[src/rtl/button_step_gen_pkg.sv]
// Shared definitions for the button step generator:
// FSM state encodings and elaboration-time width helpers.
package button_step_gen_pkg;

    typedef enum logic [1:0] {
        ST_IDLE   = 2'd0,
        ST_HOLD   = 2'd1,
        ST_REPEAT = 2'd2
    } state_e;

    // Ceiling log2, never below 1 so derived vectors keep a width.
    function automatic int clog2(input int value);
        int r;
        int v;
        r = 0;
        v = 1;
        while (v < value) begin
            v = v * 2;
            r = r + 1;
        end
        return (r < 1) ? 1 : r;
    endfunction

    function automatic int max2(input int a, input int b);
        return (a > b) ? a : b;
    endfunction

endpackage

[src/rtl/button_step_gen_debounce_filter.sv]
// Synchroniser chain plus debounce counter for one raw button.
// level only changes after the synchronised input has held steady.
module debounce_filter #(
    parameter int SYNC_STAGES     = 2,
    parameter int DEBOUNCE_CYCLES = 16
) (
    input  logic clk,
    input  logic rst,
    input  logic din,
    output logic level
);
    import button_step_gen_pkg::*;

    localparam int CW = clog2(DEBOUNCE_CYCLES + 1);
    localparam logic [CW-1:0] CNT_LAST = CW'(DEBOUNCE_CYCLES);

    logic [SYNC_STAGES-1:0] r_sync;
    logic [CW-1:0]          r_cnt;
    logic                   r_level;
    logic                   w_sync_q;

    assign w_sync_q = r_sync[SYNC_STAGES-1];
    assign level    = r_level;

    // Shift the asynchronous button through the synchroniser chain.
    always_ff @(posedge clk) begin
        if (rst) begin
            r_sync <= '0;
        end else begin
            r_sync <= {r_sync[SYNC_STAGES-2:0], din};
        end
    end

    // Count consecutive disagreeing edges; flip level once the
    // disagreement is still present after DEBOUNCE_CYCLES counts.
    always_ff @(posedge clk) begin
        if (rst) begin
            r_cnt   <= '0;
            r_level <= 1'b0;
        end else if (w_sync_q == r_level) begin
            r_cnt <= '0;
        end else if (r_cnt == CNT_LAST) begin
            r_cnt   <= '0;
            r_level <= ~r_level;
        end else begin
            r_cnt <= r_cnt + 1'b1;
        end
    end

endmodule

[src/rtl/button_step_gen.sv]
// Push-button to step-pulse converter: debounce, rising-edge
// detect, hold/auto-repeat FSM and a registered one-cycle step.
module button_step_gen #(
    parameter int SYNC_STAGES     = 2,
    parameter int DEBOUNCE_CYCLES = 16,
    parameter int HOLD_CYCLES     = 64,
    parameter int REPEAT_CYCLES   = 16,
    parameter int REPEAT_EN       = 1
) (
    input  logic clk,
    input  logic rst,
    input  logic btn_in,
    output logic step,
    output logic btn_level
);
    import button_step_gen_pkg::*;

    localparam int TW = clog2(max2(HOLD_CYCLES, REPEAT_CYCLES));
    localparam logic [TW-1:0] HOLD_LAST = TW'(HOLD_CYCLES - 1);
    localparam logic [TW-1:0] REP_LAST  = TW'(REPEAT_CYCLES - 1);

    state_e        r_state;
    state_e        w_state_nxt;
    logic [TW-1:0] r_timer;
    logic [TW-1:0] w_timer_nxt;
    logic          r_step;
    logic          w_step_nxt;
    logic          r_level_d;
    logic          w_level;
    logic          w_rise;

    debounce_filter #(
        .SYNC_STAGES     (SYNC_STAGES),
        .DEBOUNCE_CYCLES (DEBOUNCE_CYCLES)
    ) u_filter (
        .clk   (clk),
        .rst   (rst),
        .din   (btn_in),
        .level (w_level)
    );

    assign w_rise    = w_level & ~r_level_d;
    assign step      = r_step;
    assign btn_level = w_level;

    // State, timer, step pulse and the delayed level for edge detect.
    always_ff @(posedge clk) begin
        if (rst) begin
            r_state   <= ST_IDLE;
            r_timer   <= '0;
            r_step    <= 1'b0;
            r_level_d <= 1'b0;
        end else begin
            r_state   <= w_state_nxt;
            r_timer   <= w_timer_nxt;
            r_step    <= w_step_nxt;
            r_level_d <= w_level;
        end
    end

    // Next state: release always wins, otherwise press/hold/repeat.
    always_comb begin
        w_state_nxt = r_state;
        w_timer_nxt = r_timer;
        w_step_nxt  = 1'b0;
        if (!w_level) begin
            w_state_nxt = ST_IDLE;
            w_timer_nxt = '0;
        end else begin
            unique case (r_state)
                ST_IDLE: begin
                    if (w_rise) begin
                        w_step_nxt  = 1'b1;
                        w_timer_nxt = '0;
                        w_state_nxt = ST_HOLD;
                    end
                end
                ST_HOLD: begin
                    if (REPEAT_EN != 0 && r_timer == HOLD_LAST) begin
                        w_step_nxt  = 1'b1;
                        w_timer_nxt = '0;
                        w_state_nxt = ST_REPEAT;
                    end else begin
                        w_timer_nxt = r_timer + 1'b1;
                    end
                end
                ST_REPEAT: begin
                    if (r_timer == REP_LAST) begin
                        w_step_nxt  = 1'b1;
                        w_timer_nxt = '0;
                    end else begin
                        w_timer_nxt = r_timer + 1'b1;
                    end
                end
                default: begin
                    w_state_nxt = ST_IDLE;
                    w_timer_nxt = '0;
                end
            endcase
        end
    end

endmodule

[config.mk]
export PLATFORM = sky130hd
export DESIGN_NAME = button_step_gen
export DESIGN_NICKNAME = d
export VERILOG_FILES = /design/src/rtl/button_step_gen_pkg.sv /design/src/rtl/button_step_gen_debounce_filter.sv /design/src/rtl/button_step_gen.sv
export SDC_FILE = /design/constraint.sdc
export NUM_CORES = 1
export LEC_CHECK = 0
export ABC_AREA = 0
export CAP_MARGIN = 40
export CELL_PAD_IN_SITES_DETAIL_PLACEMENT = 0
export CELL_PAD_IN_SITES_GLOBAL_PLACEMENT = 1
export CORE_MARGIN = 10
export CORE_UTILIZATION = 30
export CTS_BUF_LIST = sky130_fd_sc_hd__clkbuf_4 sky130_fd_sc_hd__clkbuf_8
export CTS_CLUSTER_SIZE = 20
export DETAILED_ROUTE_END_ITERATION = 8
export GPL_TIMING_DRIVEN = 0
export MAX_ROUTING_LAYER = met4
export PLACE_DENSITY_LB_ADDON = 0.1
export RECOVER_POWER = 50
export SETUP_SLACK_MARGIN = 0.5
export SLEW_MARGIN = 20
export SYNTH_ARGS = -nofsm -noshare
export SYNTH_HDL_FRONTEND = slang
export SYNTH_SLANG_ARGS = --single-unit
[constraint.sdc]
create_clock -name clk -period 4.1 [get_ports clk]
set_clock_uncertainty 0.05 [all_clocks]
set_input_delay 0.615 -clock clk [delete_from_list [all_inputs] [get_ports clk]]
set_output_delay 0.615 -clock clk [all_outputs]
set_load 0.02 [all_outputs]
==> results.tsv <==
metric	value	unit
run_status	complete, no violations	
grt_pass1_vias	719	
p_int	233	uW
yosysWarnings	0	
layout-drive-gt1-share	0.140	
grt_max_degree	11	
finalCritPeriodShare	0.510	
clockBufferDepth	2	
fin_nets	125	
path_max_fanout	5	
cts.repair.resized	0	
die_x	77.2	um
hold_ws	0.404	ns
rows	20	
cpMaxStageDelayCell	clkdlybuf4s50_1	
maxCapViolCount	0	
end_kind	primary output	
p_sw	62.2	uW
grt-ovfl-total	0	
drt_iter0_drc	56	
clk_latency	0.30	ns
fp.dieArea	0.00596	mm^2
clk_pin_slew	0.10	ns
n_antenna_cell	0	
cts_sinks	18	
avgViaCountPerCell	4.76	
synth.cell_area	981	um^2
reg2reg_to	r_timer[0]	
synth_seq_cells	18	
syn_inst	106	
cts_root_buf	clkbuf_4	
finalWirelength	1.96	mm
final-max-slew-violation-count	0	
cp.depth	1	
wl_per_cell	12.4	um
crit_path_cell_trace	clkdlybuf4s50_1	
drtAntennaViolNets	0	
swShare	0.211	
postCtsSetupBuffers	0	
synth-async-reset-ratio	0	
worst_slack	2.01	ns
synth_enable_flop_cells	0	
crit_family	buffers and inverters	
crit_type	reg -> out	
slew_headroom	0.736	
min_to	u_filter.r_sync[1]	
rr_worst_depth	7	
die_h	77.2	um
finalSetupViolations	0	
cts_tree	built	
detailedPlace.worstSlack	1.86	ns
tns	0	ns
place_hpwl	1.45	mm
fmax	478	MHz
synth_nets	116	
crit_buf_inv	1	
ios	5	
critPathMaxStageDelay	0.66	ns
r2r-start	r_state[0]	
route.vias.total	752	
yosysSeqAreaShare	0.367	
grt_usage	0.0710	
grt_antenna_before_repair	0	
finalCriticalPeriod	2.09	ns
gp_congestion	0.725	
clkPwrFrac	0.386	
startpoint_type	flip-flop	
holdCritStartpoint	u_filter.r_sync[0]	
min_path_type	reg -> reg	
power.density	265	mW/mm^2
port-buffer-count	4	
synth-main-ff-cell	dfxtp_1	
worstPathRequired	3.43	ns
worst_pin_slew	0.396	ns
area.growth.synth_to_final	13.4	%
core-area	0.00310	mm^2
leakagePower	0.000392	uW
htree_levels	1	
irDropWorstVdd	0.154	mV
cts_buffers	3	
avgSynthCellArea	9.25	um^2
combPwrFrac	0.015	
grt_setup_unrepaired	no	
finalHoldViolations	0	
crit_arrival	1.43	ns
grt_first_pass_wirelength	3.41	mm
power_frac_seq	0.599	
drc	0	
holdBufCountCts	0	
hold_path_depth	1	
synthDistinctLibCells	40	
firstDrtPassIters	4	
start_util	0.316	
reg2reg_slack	2.43	ns
power groups by stage:
stage | registers (uW) | clock network (uW) | logic (uW)
2_1_floorplan | 180 | 0 | 1.95
3_3_place_gp | 181 | 0 | 4.74
3_5_place_dp | 181 | 0 | 4.79
4_1_cts | 177 | 122 | 4.91
5_1_grt | 177 | 126 | 5.11
6_report | 177 | 114 | 4.56
routing by layer:
metal | global-route usage | share of wire | up-vias
met2 | 0.113 | 0.48 | 4
met5 | - | 0 | -
met3 | 0.0291 | 0.027 | 2
li1 | - | - | 389
met4 | 0.0164 | 0.0097 | 0
met1 | 0.0816 | 0.48 | 357
state kept, by name, summed over array words and instances, names as in the netlist:
signal and count:
u_filter.level 1, r_level_d 1, step 1, u_filter.r_sync 2
r_timer 6, u_filter.r_cnt 5, r_state 2
cell families after synthesis:
| group | after synthesis | synth area share |
|---|---|---|
| xor+xnor | 4 | 0.0357 |
| simple gates | 38 | 0.212 |
| fa+ha+maj | 7 | 0.0893 |
| compound gates | 22 | 0.205 |
| buf+inv | 15 | 0.0702 |
| mux | 2 | 0.0204 |
| flops | 18 | 0.367 |
synthesized netlist by cell type, types with 2 or more instances:
library cell  instances  area, um^2
nand3_1               5        25.0
mux2i_1               2        20.0
a32oi_1               2        17.5
clkbuf_1              2        7.51
nor2b_1               2        12.5
ha_1                  7        87.6
o2111ai_1             2        17.5
nor2_1               10        37.5
nor3_1                5        25.0
inv_1                10        37.5
a21oi_1               4        20.0
xor2_1                2        17.5
o211ai_1              2        15.0
dfxtp_1              18         360
xnor2_1               2        17.5
nand2_1               7        26.3
metrics by stage:
| stage | power, uW | area [um^2] | util | std cells |
|---|---|---|---|---|
| after CTS | 304 | 1110 | 0.358 | 158 |
| final | 295 | 1110 | 0.358 | 158 |
| after detailed placement | 185 | 1080 | 0.347 | 154 |
| after floorplan | 182 | 981 | - | 106 |
| after global routing | 308 | 1110 | 0.358 | 158 |
| after global placement | 185 | 1080 | 0.347 | 154 |
cell usage in the layout (no fill, tap or decap), types with 2 or more instances in the layout:
master	count
a21oi_1	4
a32oi_1	2
clkbuf_1	2
clkbuf_4	3
clkdlybuf4s50_1	3
dfxtp_1	18
ha_1	7
inv_1	10
mux2i_1	2
nand2_1	7
nand3_1	5
nor2_1	10
nor2b_1	2
nor3_1	5
o2111ai_1	2
o211ai_1	2
xnor2_1	2
xor2_1	2
final cells by class:
type	count	area (um^2)
Tap cell	44	55.1
Sequential cell	18	360
Multi-Input combinational cell	73	552
Timing Repair Buffer	4	40.0
Buffer	5	31.3
Inverter	10	37.5
Fill cell	346	1990
Clock buffer	4	36.3
worst max-delay path by stage:
stage | from | end | slack (ns)
final | u_filter.level | btn_level | 2.01
after global routing | u_filter.level | btn_level | 1.93
after CTS | u_filter.level | btn_level | 1.97
after detailed placement | rst | r_timer[4] | 1.86
after global placement | rst | r_timer[4] | 1.88
after floorplan | r_state[0] | r_timer[3] | 2.58
Note: power is estimated with default switching activity, not from simulation.
